`config.mk`:
```
export PLATFORM = sky130hd
export DESIGN_NAME = wb_sram_bridge
export DESIGN_NICKNAME = d
export VERILOG_FILES = /design/src/rtl/wb_sram_bridge.sv
export SDC_FILE = /design/constraint.sdc
export NUM_CORES = 1
export LEC_CHECK = 0
export BUFFER_PORTS_ARGS = -buffer_cell sky130_fd_sc_hd__buf_4
export CAP_MARGIN = 20
export CELL_PAD_IN_SITES_DETAIL_PLACEMENT = 0
export CELL_PAD_IN_SITES_GLOBAL_PLACEMENT = 2
export CORE_MARGIN = 3
export CORE_UTILIZATION = 32
export DETAILED_ROUTE_END_ITERATION = 12
export PLACE_DENSITY_LB_ADDON = 0.1
export SLEW_MARGIN = 25
export SYNTH_ARGS = -nofsm -noshare
export SYNTH_HDL_FRONTEND = slang
export SYNTH_SLANG_ARGS = --single-unit
```
`constraint.sdc`:
```
create_clock -name clk -period 4.4 [get_ports clk]
set_input_delay 0 -clock clk [delete_from_list [all_inputs] [get_ports clk]]
set_output_delay 0 -clock clk [all_outputs]
set_load 0.02 [all_outputs]
```
`src/rtl/wb_sram_bridge.sv`:
```
// Wishbone B4 slave bridging classic and incrementing-burst cycles onto a
// synchronous single-port SRAM whose read data arrives one cycle after the address.
module wb_sram_bridge #(
    parameter int AW            = 32,
    parameter int DW            = 32,
    parameter int WORD_AW       = AW - 2,
    parameter int MEM_SIZE_BYTE = 'h8000
) (
    input  logic                clk,
    input  logic                rst,
    input  logic [AW-1:0]       wb_adr_i,
    input  logic [DW-1:0]       wb_dat_i,
    input  logic [DW/8-1:0]     wb_sel_i,
    input  logic                wb_we_i,
    input  logic                wb_cyc_i,
    input  logic                wb_stb_i,
    input  logic [2:0]          wb_cti_i,
    input  logic [1:0]          wb_bte_i,
    output logic [DW-1:0]       wb_dat_o,
    output logic                wb_ack_o,
    output logic                wb_err_o,
    output logic                sram_ce,
    output logic                sram_we,
    output logic                sram_oe,
    output logic [WORD_AW-1:0]  sram_waddr,
    output logic [DW-1:0]       sram_din,
    output logic [DW/8-1:0]     sram_sel,
    input  logic [DW-1:0]       sram_dout
);

    typedef enum logic [1:0] {S_IDLE, S_READ, S_WACK, S_ERR} state_t;

    state_t             r_state;
    logic               r_ready;
    logic [WORD_AW-1:0] r_bcnt;
    logic [WORD_AW-1:0] r_waddr;
    logic [DW-1:0]      r_din;
    logic [DW/8-1:0]    r_sel;

    logic               w_req;
    logic               w_oor;
    logic               w_burst;
    logic               w_access;
    logic               w_write;
    logic [WORD_AW-1:0] w_adr_word;
    logic [WORD_AW-1:0] w_acc_addr;
    logic [WORD_AW-1:0] w_bcnt_next;

    // r_ready keeps the SRAM idle until one full clock after reset release.
    assign w_req      = r_ready & wb_cyc_i & wb_stb_i;
    assign w_adr_word = wb_adr_i[WORD_AW+1:2];
    assign w_oor      = wb_adr_i >= AW'(MEM_SIZE_BYTE);
    assign w_burst    = (wb_cti_i == 3'b010);

    // NOTE: every signal written in always_comb gets a default first, so no latch is inferred.
    always_comb begin
        w_bcnt_next = r_bcnt + WORD_AW'(1);
        case (wb_bte_i)
            2'b01:   w_bcnt_next = {r_bcnt[WORD_AW-1:2], r_bcnt[1:0] + 2'd1};
            2'b10:   w_bcnt_next = {r_bcnt[WORD_AW-1:3], r_bcnt[2:0] + 3'd1};
            2'b11:   w_bcnt_next = {r_bcnt[WORD_AW-1:4], r_bcnt[3:0] + 4'd1};
            default: w_bcnt_next = r_bcnt + WORD_AW'(1);
        endcase
    end

    always_comb begin
        w_access   = 1'b0;
        w_write    = 1'b0;
        w_acc_addr = r_waddr;
        case (r_state)
            S_IDLE: begin
                if (w_req && !w_oor) begin
                    w_access   = 1'b1;
                    w_write    = wb_we_i;
                    w_acc_addr = w_adr_word;
                end
            end
            S_READ: begin
                if (wb_cyc_i && !wb_stb_i) begin
                    // Wait state: re-issue the pending beat so its data stays valid.
                    w_access   = 1'b1;
                    w_acc_addr = r_bcnt;
                end else if (wb_cyc_i && w_burst) begin
                    w_access   = 1'b1;
                    w_acc_addr = w_bcnt_next;
                end
            end
            default: ;
        endcase
    end

    assign sram_ce    = w_access;
    assign sram_we    = w_write;
    assign sram_oe    = w_access & ~w_write;
    assign sram_waddr = w_acc_addr;
    assign sram_din   = w_write ? wb_dat_i : r_din;
    assign sram_sel   = w_write ? wb_sel_i : r_sel;

    assign wb_ack_o = ((r_state == S_READ) & wb_cyc_i & wb_stb_i) |
                      ((r_state == S_WACK) & wb_cyc_i);
    assign wb_err_o = (r_state == S_ERR) & wb_cyc_i;
    assign wb_dat_o = (r_state == S_READ) ? sram_dout : '0;

    // NOTE: sequential state uses non-blocking assignments only; the held SRAM
    // address/data registers drive outputs, so they are reset along with the FSM.
    always_ff @(posedge clk or negedge rst) begin
        if (!rst) begin
            r_state <= S_IDLE;
            r_ready <= 1'b0;
            r_bcnt  <= '0;
            r_waddr <= '0;
            r_din   <= '0;
            r_sel   <= '0;
        end else begin
            r_ready <= 1'b1;
            if (w_access) r_waddr <= w_acc_addr;
            if (w_write) begin
                r_din <= wb_dat_i;
                r_sel <= wb_sel_i;
            end
            case (r_state)
                S_IDLE: begin
                    if (w_req) begin
                        if (w_oor) begin
                            r_state <= S_ERR;
                        end else if (wb_we_i) begin
                            r_state <= S_WACK;
                        end else begin
                            r_state <= S_READ;
                            r_bcnt  <= w_adr_word;
                        end
                    end
                end
                S_READ: begin
                    if (!wb_cyc_i) begin
                        r_state <= S_IDLE;
                    end else if (wb_stb_i) begin
                        if (w_burst) r_bcnt  <= w_bcnt_next;
                        else         r_state <= S_IDLE;
                    end
                end
                default: r_state <= S_IDLE;
            endcase
        end
    end

endmodule

```
Word-level counts from Yosys, hierarchy flattened
Index checks and enable logic that the tools add are counted.
Widths: inputs -> output; s select.
- multipliers: 0
- divide/modulo/power cells: 0
- bitwise gates (word level): 9
- $add $sub $neg: 4
- mux-type cells: 28
- reduce and logical (&&, ||, !) cells: 9
- shift operators: 0
- equality and inequality tests: 15
- $lt $le $gt $ge: 1
- operators with widths (kind ; count):
    $mux 30 ; 9
    $pmux 30 s2 ; 2
    $pmux 30 s3 ; 1
    $mux 32 ; 2
    $ge 32x16->1 const B ; 1
    $add 30x1->30 const B ; 1
    $mux 2 ; 6
    $ne 2x2->1 const B ; 6
    $eq 2x2->1 const B ; 4
    $and 1x1->1 ; 7
    $reduce_and 7->1 ; 1
    $ne 3x3->1 const B ; 2
    $mux 1 ; 5
    $add 4x1->4 const B ; 1
    $eq 2x1->1 const B ; 2
    $mux 4 ; 1
    $pmux 2 s2 ; 1
    $add 3x1->3 const B ; 1
    $eq 3x2->1 const B ; 1
    $logic_and 1x1->1 ; 3
    $reduce_and 3->1 ; 1
    $add 2x1->2 const B ; 1
    $logic_not 1->1 ; 2
    $logic_not 2->1 ; 1
    other kinds (4) ; 4
- bits in latches: 0
- bits of input ports: 110
- bits in read-only memories: 0
- register bits after elaboration: 99
- RAM bits: 0
- memories: 0
- output and inout port bits: 103

Longest topological paths before layout
Gate-level depths: netlist of run 1.
- word-level depth: 7
- depth in mapped cells: 8
- gate-level depth less buffers: 6

Worst setup path after synthesis of run 1
No wires, ideal clock.
- path type: register to output
- start point: register r_state[1]
- end point: output port sram_waddr[15]
- data arrival time: 2255 ps
- path slack: 2145 ps
- stages on the path, launching flop included: 7
- required time: 4400 ps
- cell sequence: dfrtp_1 > buf_2 > nand2b_1 > or3_1 > clkbuf_1 > clkbuf_1 > o311ai_0
- longest elaborated chain between the ends: 2
- elaborated cells on any way between the ends: 3
- those cells by class: eq/ne: 1; mux: 1; reduce/logical: 1
- RTL lines (item ; RTL line ; text):
    from (decl) ; 33 ; state_t r_state;
    from (signal assigned) ; 108 ; r_state <= S_IDLE;
    from (signal assigned) ; 125 ; r_state <= S_ERR;
    from (signal assigned) ; 127 ; r_state <= S_WACK;
    $eq 2x1->1 or $logic_not 2->1 (tied branches) ; 70 ; case (r_state)
    $pmux 30 s2 (*) ; 70 ;
    to (decl) ; 25 ; output logic [WORD_AW-1:0] sram_waddr,
Mark *: on every way between the ends. The rest lies on a longest branch, timed or not.

Worst setup path in the final report of run 1
- start point: register r_state[0]
- end point: output port sram_din[9]
- longest elaborated chain between the ends: 3
- RTL lines (item ; RTL line ; text):
    $logic_not 2->1 ; 70 ;
    $mux 1 ; 70 ;
    $mux 32 ; -- ;
    to (decl) ; 26 ; output logic [DW-1:0] sram_din,
No other way between the ends.

==> results.sh, run 1 <==
export IMPL_fin_skew_ps=11.4
export IMPL_avgSynthCellArea_um2=9.40
export IMPL_core_area_um2=17700
export IMPL_cts_tree="done"
export IMPL_dpl_hpwl_mm=14.2
export IMPL_routed_wirelength_mm=20.3
export IMPL_reg2reg_from="r_state[0]"
export IMPL_netlist_area_um2=5880
export IMPL_pwr_density_cell_nw_per_um2=284
export IMPL_r2r_cells=4
export IMPL_seq_area_frac_synth_pct=42.2
export IMPL_dr_total_vias=5934
export IMPL_dp_cells=1019
export IMPL_fin_area_um2=8410
export IMPL_ios=213
export IMPL_synth_compound_area_share_pct=23.9
export IMPL_tightestPinTransition_ps=978
export IMPL_ys_seq_elements=99
export IMPL_arrival_ps=3300
export IMPL_ant_nets=0
export IMPL_fin_cells=1086
export IMPL_placed_area_um2=7610
export IMPL_via_per_inst=5.46
export IMPL_mostFrequentLayoutCell="buf_4"
export IMPL_grt_pass1_vias=6038
export IMPL_grt_ovfl_total=0
export IMPL_period_minus_slack_ps=3300
export IMPL_status="complete, no violations"
export IMPL_grt_first_pass_wirelength_mm=32.0
export IMPL_antenna_found_initial=0
export IMPL_die_h_um=142
export IMPL_cts_htree_levels=3
export IMPL_syn_inst=625
export IMPL_initial_core_util_pct=33.3
export IMPL_async_flop_share_pct=100
export IMPL_grt_max_degree=64
export IMPL_worst_slack_ps=1100
export IMPL_hold_depth=3
export IMPL_die_area_um2=20000
export IMPL_drv_slew=0
export IMPL_post_cts_buffers=0
export IMPL_layout_nets=967
export IMPL_postCtsResizedCells=0
export IMPL_critical_path_class="reg -> out"
export IMPL_synthSimpleGateAreaFrac_pct=20.1
export IMPL_cts_buffer_depth=2
export IMPL_fmax_mhz=303
export IMPL_synth_top_family_by_area="compound AO/OA/AOI/OAI gates"
export IMPL_rsz0062_at_grt="false"
export IMPL_rows=48
export IMPL_ys_warn_count=0
export IMPL_drc=0
export IMPL_drtIter0Drc=383
export IMPL_hold_viol=0
export IMPL_finalSetupViolCount=0
export IMPL_clk_latency_ps=360
export IMPL_die_w_um=142
export IMPL_whs_endpoint="r_bcnt[6]"
export IMPL_syn2layout_area_growth_pct=43.2
export IMPL_cts_root_buf="clkbuf_16"
export IMPL_required_ps=4400
export IMPL_fin_crit_sh_pct=75.1
export IMPL_syn_num_nets=736
export IMPL_muxShareOfSynthArea_pct=7.92
export IMPL_critPathMaxFanout=37
export IMPL_relSlewSlack_pct=34.5
export IMPL_synth_xor_area_share_pct=0.894
export IMPL_clkTransAtPathRegs_ps=70
export IMPL_leakagePower_nw=4.05
export IMPL_io_buffers=210
export IMPL_layout_common_cells="221 x buf_4, 99 x dfrtp_1, 51 x dlygate4sd3_1, 41 x nand2_1, 37 x and2_1"
export IMPL_pre_cts_ws_ps=1460
export IMPL_ys_flop_type="dfrtp_1"
export IMPL_cts_buffers=9
export IMPL_synthAdderAreaFrac_pct=0.213
export IMPL_track_usage_pct=19.8
export IMPL_nFillCells=1670
export IMPL_hp_class="in -> reg"
export IMPL_maxCapViolations=0
export IMPL_r2r_end="r_din[9]"
export IMPL_diodes=0
export IMPL_gp_congestion=0.788
export IMPL_finalSetupTns_ps=0
export IMPL_ys_types=60
export IMPL_synth_edf_count=0
export IMPL_cp_end_kind="output port"
export IMPL_post_route_util_pct=47.6
export IMPL_rrSetupSlack_ps=1490
export IMPL_min_from="wb_adr_i[8]"
export IMPL_start_kind="flip-flop"
export IMPL_ir_drop_mv=0.186
export IMPL_dr_pass1_iters=8
export IMPL_wl_per_cell_um=18.7
export IMPL_cts_sinks=99
export IMPL_drive_above_1_share_pct=33.6
-- stage by stage --
stage / power [W] / hold WS, ps
2_1_floorplan: 0.00132 / -296
3_3_place_gp: 0.00156 / 168
3_5_place_dp: 0.00157 / 178
4_1_cts: 0.00242 / 4.57
5_1_grt: 0.00252 / 14.8
6_report: 0.00239 / 15.8
-- kinds of logic (layout without fill, tap and decap cells) --
family                     after synthesis  after routing
AOI/OAI and AO/OA                      193            193
xor gates and xnor gates                 6              6
adders and majority gates                1              1
buffers and inverters                   67            303
DFF                                     99             99
muxes                                   42             42
other                                    1              1
and+or+nand+nor                        216            216
-- per-layer routing --
| layer | global-route usage (%) | wire length (um) | vias up |
|---|---|---|---|
| met5 | 0 | 0 | - |
| met4 | 3.08 | 206 | 0 |
| met3 | 4.28 | 1300 | 20 |
| met2 | 34.6 | 10000 | 204 |
| met1 | 25.6 | 8740 | 2878 |
| li1 | - | - | 2832 |
-- power by group --
part           internal, W  switching [W]
registers         0.000976      0.0000659
clock network     0.000411       0.000393
logic             0.000272       0.000273
total              0.00166       0.000732
-- worst max-delay path: stages, from the launching register on --
cell and delay (ps):
dfrtp_1 550, nor3_1 540, and3_1 580, nand2_2 590
mux2_2 500, buf_4 160
-- sequential cells by signal, indices dropped and copies added, names as in the netlist --
signal,cells
r_din,32
r_bcnt,30
r_waddr,30
r_sel,4
r_state,2
r_ready,1
-- how the worst max path moves through the flow --
stage	start	to	slack, ps	cells past startpoint
after floorplan	r_state[1]	sram_waddr[15]	2140	6
after global placement	r_state[0]	sram_sel[1]	1540	5
after detailed placement	r_state[0]	sram_din[1]	1460	5
after CTS	r_state[0]	sram_din[1]	1080	5
after global routing	r_state[0]	sram_din[9]	810	5
final	r_state[0]	sram_din[9]	1100	5
-- Yosys cell counts, types with 4 or more instances --
| cell type | count | area share [%] |
|---|---|---|
| a211o_1 | 10 | 1.5 |
| a211oi_1 | 12 | 1.5 |
| a21o_1 | 13 | 1.7 |
| a21oi_1 | 16 | 1.4 |
| a221o_1 | 12 | 2.0 |
| a22o_1 | 5 | 0.75 |
| a22oi_1 | 12 | 1.5 |
| a2bb2oi_1 | 7 | 1.0 |
| a31oi_1 | 8 | 0.85 |
| a41oi_1 | 4 | 0.60 |
| and2_1 | 37 | 3.9 |
| and3_1 | 13 | 1.4 |
| and4_1 | 6 | 0.89 |
| buf_2 | 17 | 1.4 |
| clkbuf_1 | 32 | 2.0 |
| dfrtp_1 | 99 | 42 |
| inv_1 | 15 | 0.96 |
| mux2_2 | 36 | 6.9 |
| mux2i_1 | 6 | 1.0 |
| nand2_1 | 41 | 2.6 |
| nand3_1 | 24 | 2.0 |
| nand4_1 | 16 | 1.7 |
| nor2_1 | 32 | 2.0 |
| nor2b_1 | 4 | 0.43 |
| nor3_1 | 14 | 1.2 |
| nor4_1 | 7 | 0.75 |
| o211ai_1 | 9 | 1.1 |
| o21ai_0 | 36 | 3.1 |
| o221a_2 | 4 | 0.77 |
| o22ai_1 | 10 | 1.1 |
| o311ai_0 | 6 | 0.89 |
| o31ai_1 | 14 | 1.8 |
| or3_1 | 4 | 0.43 |
| xor2_1 | 5 | 0.75 |
-- repair_timing --
action	CTS	global route
endpoints found under the setup margin	0	0
hold endpoints to repair	120	0
hold buffers	51	0
-- final cells by class --
type | count | area [um2] | area share (%)
Clock buffer | 10 | 239 | 2.84
Clock inverter | 6 | 53.8 | 0.640
Inverter | 15 | 56.3 | 0.669
Multi-Input combinational cell | 459 | 3140 | 37.3
Sequential cell | 99 | 2480 | 29.4
Tap cell | 225 | 282 | 3.35
Timing Repair Buffer | 272 | 2170 | 25.8
(Power assumes the default switching activity.)
==> run 2: changes to the inputs <==
--- a/config.mk
+++ b/config.mk
@@ -10,7 +10,7 @@
 export CELL_PAD_IN_SITES_DETAIL_PLACEMENT = 0
 export CELL_PAD_IN_SITES_GLOBAL_PLACEMENT = 2
 export CORE_MARGIN = 3
-export CORE_UTILIZATION = 32
+export CORE_UTILIZATION = 26
 export DETAILED_ROUTE_END_ITERATION = 12
 export PLACE_DENSITY_LB_ADDON = 0.1
 export SLEW_MARGIN = 25
==> constraint.sdc (replaced) <==
create_clock -name clk -period 2.9 [get_ports clk]
set_input_delay 0 -clock clk [delete_from_list [all_inputs] [get_ports clk]]
set_output_delay 0 -clock clk [all_outputs]
set_load 0.02 [all_outputs]
==> results.sh, run 2 (synthesis results as in run 1) <==
export IMPL_nFillCells=2201
export IMPL_core_area_um2=22000
export IMPL_clkTransAtPathRegs_ps=90
export IMPL_placed_area_um2=7800
export IMPL_diodes=0
export IMPL_p_sw_share_pct=32.0
export IMPL_pwr_density_cell_nw_per_um2=429
export IMPL_ir_drop_mv=0.244
export IMPL_finalSetupViolCount=0
export IMPL_fin_skew_ps=11.9
export IMPL_io_buffers=210
export IMPL_via_per_inst=5.18
export IMPL_mostFrequentLayoutCell="buf_4"
export IMPL_start_kind="flip-flop"
export IMPL_rows=54
export IMPL_cts_root_buf="clkbuf_16"
export IMPL_critical_path_class="reg -> out"
export IMPL_grt_pass1_vias=6124
export IMPL_fmax_mhz=364
export IMPL_layout_nets=982
export IMPL_multi_input_area_um2=3160
export IMPL_routed_wirelength_mm=22.0
export IMPL_antenna_found_initial=0
export IMPL_top_regs="r_din x32, r_bcnt x30, r_waddr x30"
export IMPL_leakagePower_nw=4.14
export IMPL_ios=213
export IMPL_grt_max_degree=56
export IMPL_required_ps=2900
export IMPL_dpl_hpwl_mm=15.7
export IMPL_pwr_share_seq_pct=42.6
export IMPL_ff_latch_area_um2=2480
export IMPL_period_minus_slack_ps=2750
export IMPL_r2r_cells=5
export IMPL_die_area_um2=24400
export IMPL_track_usage_pct=17.6
export IMPL_relSlewSlack_pct=36.9
export IMPL_power_frac_comb_pct=22.9
export IMPL_power_switching_w=0.00119
export IMPL_cp_end_kind="output port"
export IMPL_largest_register="r_din"
export IMPL_fin_cells=1156
export IMPL_rsz0062_at_grt="false"
export IMPL_dp_cells=1088
export IMPL_drive_above_1_share_pct=34.8
export IMPL_wl_per_cell_um=19.1
export IMPL_crit_top_cell="buf_4"
export IMPL_cts_tree="done"
export IMPL_power_frac_clock_pct=34.5
export IMPL_drtIter0Drc=294
export IMPL_fin_area_um2=8640
export IMPL_dr_pass1_iters=5
export IMPL_die_h_um=156
export IMPL_cts_sinks=99
export IMPL_layout_common_cells="234 x buf_4, 99 x dfrtp_1, 52 x dlygate4sd3_1, 41 x nand2_1, 37 x and2_1"
export IMPL_syn2layout_area_growth_pct=47.1
export IMPL_post_route_util_pct=39.2
export IMPL_dr_total_vias=5992
export IMPL_largest_register_ffs=32
export IMPL_cts_buffer_depth=2
export IMPL_finalSetupTns_ps=0
export IMPL_critPathMaxFanout=10
export IMPL_drc=0
export IMPL_die_w_um=156
export IMPL_slowest_delay_ps=530
export IMPL_fin_crit_sh_pct=94.8
export IMPL_hold_depth=3
export IMPL_hold_viol=0
export IMPL_gp_congestion=0.790
export IMPL_grt_ovfl_total=0
export IMPL_clk_latency_ps=360
export IMPL_arrival_ps=2750
export IMPL_maxCapViolations=0
export IMPL_cts_htree_levels=3
export IMPL_tightestPinTransition_ps=946
export IMPL_initial_core_util_pct=26.7
export IMPL_ant_nets=0
export IMPL_grt_first_pass_wirelength_mm=33.9
export IMPL_cts_buffers=9
export IMPL_internal_power_w=0.00252
export IMPL_cp_slowest_cell="nor4_1"
export IMPL_hp_class="in -> reg"
export IMPL_drv_slew=0
export IMPL_status="complete, no violations"
export IMPL_crit_chain="ha_1 -> inv_1 -> nor3_2 -> buf_4 -> nand3_1 -> nor4_1 -> a211o_1 -> buf_4"
[run 2: per-layer routing]
metal	vias up	global-route usage, %	wire length, um
met2	176	29.5	10900
met4	0	5.59	334
li1	2868	-	-
met5	-	0	0
met3	20	2.41	911
met1	2928	23.6	9920
[run 2: final timing paths]
| path | from | to | slack [ps] |
|---|---|---|---|
| worst max-delay path | r_bcnt[0] | sram_waddr[28] | 150 |
| worst min-delay path | wb_adr_i[21] | r_bcnt[19] | 30 |
| min in group asynchronous | rst | r_din[13] | 210 |
| worst min register to register | r_waddr[20] | r_waddr[20] | 470 |
| max in group asynchronous | rst | r_din[0] | 1900 |
| worst max register to register | r_state[1] | r_waddr[27] | 590 |
[run 2: critical path, delay by kind of cell (launching register included)]
| kind | cells | cell delay (ps) |
|---|---|---|
| AND/OR/NAND/NOR | 3 | 870 |
| buffers and inverters | 3 | 490 |
| flip-flops | 1 | 510 |
| adder cells (fa/ha/maj) | 1 | 340 |
| AO/OA/AOI/OAI | 1 | 180 |
[run 2: final cells by class]
class / count / share of cell area [%]
multi-input cells: 459 / 36.5
flip-flops and latches: 99 / 28.7
repair buffers: 287 / 26.6
well taps: 280 / 4.05
clock buffers: 9 / 2.61
clock inverters: 7 / 0.941
inverters: 15 / 0.651
[run 2: power groups by stage]
| stage | registers (W) | logic, W | clock network (W) |
|---|---|---|---|
| global placement | 0.00160 | 0.000787 | 0 |
| detailed placement | 0.00160 | 0.000802 | 0 |
| finish | 0.00158 | 0.000848 | 0.00128 |
| floorplan | 0.00156 | 0.000444 | 0 |
| CTS | 0.00157 | 0.000862 | 0.00131 |
| global route | 0.00159 | 0.000926 | 0.00137 |
[run 2: stage by stage]
stage	hold WS, ps	power [W]	worst slack, ps
2_1_floorplan	-296	0.00200	645
3_3_place_gp	76.5	0.00239	515
3_5_place_dp	80.7	0.00240	499
4_1_cts	24.2	0.00375	81.0
5_1_grt	29.2	0.00389	13.9
6_report	27.5	0.00370	150
[run 2: what timing repair did]
| action | 4_1_cts | 5_1_grt |
|---|---|---|
| buffers inserted | 0 | 0 |
| resized for setup | 0 | 4 |
| setup endpoints to repair | 0 | 7 |
| hold buffers | 52 | 0 |
| hold endpoints to repair | 103 | 0 |
